<file path="src/rtl/mult_div_unit.sv">
// Iterative MIPS-style HI/LO multiply/divide unit: one shift-add or restoring
// shift-subtract step per cycle through a single shared adder, W steps per operation.
module mult_div_unit #(
  parameter int W = 32
) (
  input  logic         clk,
  input  logic         rst,
  input  logic         start,
  input  logic [1:0]   op,
  input  logic [W-1:0] A,
  input  logic [W-1:0] B,
  input  logic         hi_we,
  input  logic         lo_we,
  input  logic [W-1:0] wdata,
  output logic         busy,
  output logic [W-1:0] hi,
  output logic [W-1:0] lo,
  output logic         dbg_state
);

  typedef enum logic {IDLE = 1'b0, RUN = 1'b1} state_t;

  localparam int CW = $clog2(W);
  localparam logic [CW-1:0] LAST = CW'(W - 1);

  state_t         state_q, state_d;
  logic [CW-1:0]  cnt;
  logic           is_div, is_uns, sa, sb;
  logic [W-1:0]   a_raw, dvs, acc, q;

  logic           a_neg, b_neg;
  logic [W-1:0]   mag_a, mag_b;
  logic [W+1:0]   add_a, add_b, sum;
  logic           cin, nb, last;
  logic [W-1:0]   acc_n, q_n, quot, rmd, hi_fin, lo_fin;
  logic [2*W-1:0] prod;

  // Signed ops run on magnitudes; the signs are reapplied on the final step.
  assign a_neg = ~op[0] & A[W-1];
  assign b_neg = ~op[0] & B[W-1];
  assign mag_a = a_neg ? (~A + 1'b1) : A;
  assign mag_b = b_neg ? (~B + 1'b1) : B;
  assign last  = (cnt == LAST);

  // Shared adder: multiply adds the multiplicand into the high half; divide
  // subtracts the divisor from {remainder, next dividend bit}, sign bit = borrow.
  always_comb begin
    if (is_div) begin
      add_a = {1'b0, acc, q[W-1]};
      add_b = ~{2'b00, dvs};
      cin   = 1'b1;
    end else begin
      add_a = {2'b00, acc};
      add_b = q[0] ? {2'b00, dvs} : '0;
      cin   = 1'b0;
    end
    sum = add_a + add_b + {{(W+1){1'b0}}, cin};
    nb  = ~sum[W+1];
    if (is_div) begin
      acc_n = nb ? sum[W-1:0] : {acc[W-2:0], q[W-1]};
      q_n   = {q[W-2:0], nb};
    end else begin
      acc_n = sum[W:1];
      q_n   = {sum[0], q[W-1:1]};
    end
  end

  always_comb begin
    prod = {acc_n, q_n};
    if (!is_uns && (sa ^ sb)) prod = ~prod + 1'b1;
    quot = (!is_uns && (sa ^ sb)) ? (~q_n + 1'b1) : q_n;
    rmd  = (!is_uns && sa) ? (~acc_n + 1'b1) : acc_n;
    if (!is_div) begin
      hi_fin = prod[2*W-1:W];
      lo_fin = prod[W-1:0];
    end else if (dvs == '0) begin
      hi_fin = a_raw;
      lo_fin = '1;
    end else begin
      hi_fin = rmd;
      lo_fin = quot;
    end
  end

  always_comb begin
    state_d = state_q;
    case (state_q)
      IDLE: if (start) state_d = RUN;
      RUN:  if (last)  state_d = IDLE;
      default: state_d = IDLE;
    endcase
  end

  always_ff @(posedge clk) begin
    if (rst) begin
      state_q <= IDLE;
      busy    <= 1'b0;
      hi      <= '0;
      lo      <= '0;
      cnt     <= '0;
    end else begin
      state_q <= state_d;
      busy    <= (state_d == RUN);
      case (state_q)
        IDLE: begin
          if (start) begin
            is_div <= op[1];
            is_uns <= op[0];
            sa     <= a_neg;
            sb     <= b_neg;
            a_raw  <= A;
            dvs    <= mag_b;
            acc    <= '0;
            q      <= mag_a;
            cnt    <= '0;
          end else begin
            if (hi_we) hi <= wdata;
            if (lo_we) lo <= wdata;
          end
        end
        RUN: begin
          acc <= acc_n;
          q   <= q_n;
          cnt <= cnt + 1'b1;
          if (last) begin
            hi <= hi_fin;
            lo <= lo_fin;
          end
        end
        default: ;
      endcase
    end
  end

  assign dbg_state = state_q;

endmodule
</file>
<file path="config.mk">
export PLATFORM = sky130hd
export DESIGN_NAME = mult_div_unit
export DESIGN_NICKNAME = d
export VERILOG_FILES = /design/src/rtl/mult_div_unit.sv
export SDC_FILE = /design/constraint.sdc
export NUM_CORES = 1
export LEC_CHECK = 0
export BUFFER_PORTS_ARGS = -buffer_cell sky130_fd_sc_hd__buf_2
export CORE_UTILIZATION = 65
export CTS_CLUSTER_DIAMETER = 100
export DETAILED_ROUTE_END_ITERATION = 12
export MAX_ROUTING_LAYER = met4
export PLACE_DENSITY = 0.89
export SETUP_SLACK_MARGIN = 0.1
export SYNTH_ARGS = -nofsm -noshare
export SYNTH_HDL_FRONTEND = slang
export SYNTH_SLANG_ARGS = --single-unit
</file>
<file path="constraint.sdc">
create_clock -name clk -period 12.5 [get_ports clk]
set_input_delay 0.625 -clock clk [delete_from_list [all_inputs] [get_ports clk]]
set_output_delay 0.625 -clock clk [all_outputs]
set_load 0.1 [all_outputs]
</file>
==> flow_metrics.env <==
export IMPL_vias_per_cell=7.14
export IMPL_async_flop_share_pct=0
export IMPL_syn_instance_count=1903
export IMPL_seqPwrFrac_pct=35.5
export IMPL_timing_hold_violations_final=0
export IMPL_h_tree_depth=1
export IMPL_grt_pass1_wl_mm=86.8
export IMPL_crit_chain="buf_12 > nor2b_2 > buf_4 > nand2_1 > o21ai_0 > ha_1 > a21oi_1 > o21ai_1 > a221oi_2 > a21o_1 > nand3_1 > o21ai_0 > ha_1 > inv_1 > a2111oi_1 > and4_1 > nor3b_2 > nand2_1 > a21oi_1 > nand3_1 > o31ai_1 > xnor2_1 > o221a_1 > nor4_2"
export IMPL_critPathMaxFanout=160
export IMPL_power_internal_uw=1420
export IMPL_post_cts_resized=0
export IMPL_die_width_um=159
export IMPL_layout_min_cycle_time_ps=8070
export IMPL_drv_slew=0
export IMPL_port_buffers=168
export IMPL_drc=0
export IMPL_tritoncts="done"
export IMPL_vias=16700
export IMPL_slew_headroom_pct=25.3
export IMPL_wl_per_cell_um=24.2
export IMPL_min_from="B[0]"
export IMPL_worst_setup_path_type="register to register"
export IMPL_min_to="dvs[0]"
export IMPL_powerDensity_mw_per_mm2=127
export IMPL_yosysSeqAreaShare_pct=33.6
export IMPL_swShare_pct=37.1
export IMPL_clkSinkCount=202
export IMPL_clock_skew_ps=13.8
export IMPL_finalSetupViolCount=0
export IMPL_cts_setup_buffers=0
export IMPL_ios=169
export IMPL_die_y_um=159
export IMPL_pwr_share_clk_pct=31.7
export IMPL_path_buf_inv=3
export IMPL_drtAntennaViolNets=0
export IMPL_drive_above_1_share_pct=15.8
export IMPL_cp_required_ps=12940
export IMPL_setup_tns_ps=0
export IMPL_combPwrFrac_pct=32.8
export IMPL_synth_cell_types=101
export IMPL_finalPower_uw=2250
export IMPL_clk_latency_ps=530
export IMPL_gp_congestion=0.984
export IMPL_nets=2140
export IMPL_dr_pass1_iters=6
export IMPL_core_mm2=0.0242
export IMPL_area_growth_pct=10.9
export IMPL_final_cell_mix="214 x nand2_1, 181 x nor2_1, 168 x buf_2"
export IMPL_cp_start_kind="register"
export IMPL_grt_overflow=0
export IMPL_cts_path_max_buffers=3
export IMPL_clk_pin_slew_worst_paths_ps=60
export IMPL_ys_ff_latch=202
export IMPL_rsz0062_at_grt="no"
export IMPL_crit_path_end_kind="register"
export IMPL_cap_violations=0
export IMPL_final_common_cell="nand2_1"
export IMPL_syn_area_per_cell_um2=8.39
export IMPL_r2r_start="is_div"
export IMPL_cp_top_family="compound AO/OA/AOI/OAI gates"
export IMPL_p_sw_uw=836
export IMPL_tightest_slew_ps=1120
export IMPL_min_period_over_period_pct=64.6
export IMPL_power_leakage_uw=0.00669
export IMPL_netlist_area_mm2=0.0160
export IMPL_worstPathArrival_ps=8510
export IMPL_max_freq_mhz=124
export IMPL_design_area_mm2=0.0177
export IMPL_num_fill_cells=1817
export IMPL_cts_buffers=24
export IMPL_synth_ff_type="edfxtp_1"
export IMPL_whs_path_depth=1
export IMPL_drt_total_wl_mm=56.5
export IMPL_yosysWarningCount=0
export IMPL_critPathSlowestCell="a2111oi_1"
export IMPL_grt_use_total_pct=45.0
export IMPL_syn_num_nets=2046
export IMPL_r2r_end="hi[24]"
export IMPL_cts_hold_buf=0
export IMPL_vdd_drop_max_mv=0.114
export IMPL_hpwl_mm=41.6
export IMPL_antenna_found_initial=2
export IMPL_rows=57
export IMPL_min_path_type="primary input to register"
export IMPL_reg2regPathDepth=24
export IMPL_outcome="finished, final reports clean"
export IMPL_synth_edff_count=132
export IMPL_dr_first_iter_drc_count=2568
export IMPL_placed_area_mm2=0.0169
export IMPL_die_area_mm2=0.0252
export IMPL_slowest_delay_ps=690
export IMPL_initial_utilization_pct=66.1
export IMPL_grt_max_degree=161
export IMPL_cts_root_buf="clkbuf_16"
export IMPL_grt_pass1_vias=15200
export IMPL_regToRegSetupSlack_ps=4430
export IMPL_fin_util_pct=73.3
export IMPL_holdWs_ps=303
## kinds of logic after synthesis
family | count (synthesis) | synth area share (%)
adders and majority gates | 40 | 3.23
DFF | 202 | 33.6
muxes | 80 | 5.32
buffers and inverters | 152 | 3.91
AOI/OAI and AO/OA | 591 | 24.5
and+or+nand+nor | 685 | 21.1
xor gates and xnor gates | 153 | 8.39
## power groups by stage
| stage | combinational [µW] | sequential, µW | clock (µW) |
|---|---|---|---|
| 4_1_cts | 715 | 797 | 709 |
| 6_report | 739 | 800 | 713 |
| 5_1_grt | 782 | 802 | 735 |
| 3_5_place_dp | 708 | 811 | 0 |
| 2_1_floorplan | 442 | 879 | 0 |
| 3_3_place_gp | 699 | 810 | 0 |
## worst max-delay path by stage
stage	startpoint	end	slack, ps	depth (start not counted)
4_1_cts	is_div	hi[24]	4780	24
3_3_place_gp	is_div	hi[24]	5310	24
6_report	is_div	hi[24]	4430	24
2_1_floorplan	is_div	hi[24]	4460	32
3_5_place_dp	is_div	hi[24]	4880	24
5_1_grt	is_div	hi[24]	4050	24
## cells in the mapped netlist, types with 6 or more instances
library cell / instances / area (µm²)
nand2_1: 214 / 803
nor2_1: 183 / 687
a21oi_1: 168 / 841
edfxtp_1: 132 / 3960
o21ai_0: 131 / 656
xnor2_1: 84 / 736
clkbuf_1: 83 / 312
dfxtp_1: 70 / 1400
xor2_1: 69 / 604
nor3_1: 44 / 220
mux2i_1: 41 / 410
mux2_2: 39 / 439
ha_1: 38 / 475
o221ai_1: 37 / 324
nor4_1: 34 / 213
nand3_1: 32 / 160
inv_1: 27 / 101
and2_1: 24 / 150
o211ai_1: 24 / 180
a211oi_1: 22 / 165
a31oi_1: 20 / 125
buf_1: 19 / 71.3
nand4_1: 19 / 119
o31ai_1: 19 / 143
and3_1: 18 / 113
nand2b_1: 18 / 113
or3_1: 16 / 100
a21o_1: 15 / 113
buf_2: 15 / 75.1
or4_1: 15 / 113
o211a_1: 12 / 120
o41ai_1: 12 / 105
o21a_1: 11 / 82.6
o22ai_1: 11 / 68.8
a221oi_1: 10 / 87.6
nor3b_1: 10 / 75.1
nor2b_1: 9 / 56.3
a311oi_1: 8 / 70.1
o221a_2: 8 / 90.1
and4_1: 7 / 61.3
o21ai_1: 7 / 35.0
or2_2: 7 / 43.8
nand4b_1: 6 / 52.6
## layer usage
layer / GRT usage (%) / wire, µm / vias up
li1: - / - / 7354
met1: 61.8 / 22300 / 7806
met2: 65.7 / 24100 / 1329
met3: 9.09 / 7740 / 204
met4: 16.2 / 2360 / 0
met5: - / 0 / -
## stage by stage
step | cells | setup WS (ps)
final | 2339 | 4430
after global routing | 2339 | 4050
after CTS | 2338 | 4780
after detailed placement | 2295 | 4880
after global placement | 2295 | 5310
after floorplan | 1903 | 4460
## cell type report
cell class / count / area (µm²) / share of cell area, %
diodes: 1 / 2.50 / 0.0141
clock buffers: 33 / 687 / 3.88
clock inverters: 10 / 106 / 0.600
inverters: 28 / 105 / 0.593
multi-input cells: 1549 / 10000 / 56.5
flip-flops and latches: 202 / 5370 / 30.3
well taps: 324 / 405 / 2.29
repair buffers: 192 / 1030 / 5.83
## worst register-to-register path: stages, from the launching register on
cell and delay (ps):
edfxtp_1 410, buf_12 540, nor2b_2 250, buf_4 280
nand2_1 110, o21ai_0 80, ha_1 430, a21oi_1 260
o21ai_1 200, a221oi_2 460, a21o_1 270, nand3_1 490
o21ai_0 450, ha_1 290, inv_1 50, a2111oi_1 690
and4_1 400, nor3b_2 360, nand2_1 140, a21oi_1 440
nand3_1 360, o31ai_1 390, xnor2_1 130, o221a_1 280
nor4_2 240
## sequential cells by signal, indices dropped and copies added (netlist names)
signal     count
is_uns         1
a_raw         32
acc           32
dvs           32
lo            32
sa             1
sb             1
is_div         1
cnt            5
dbg_state      1
q             32
hi            32
No activity file was read; power rests on OpenSTA's default activity.
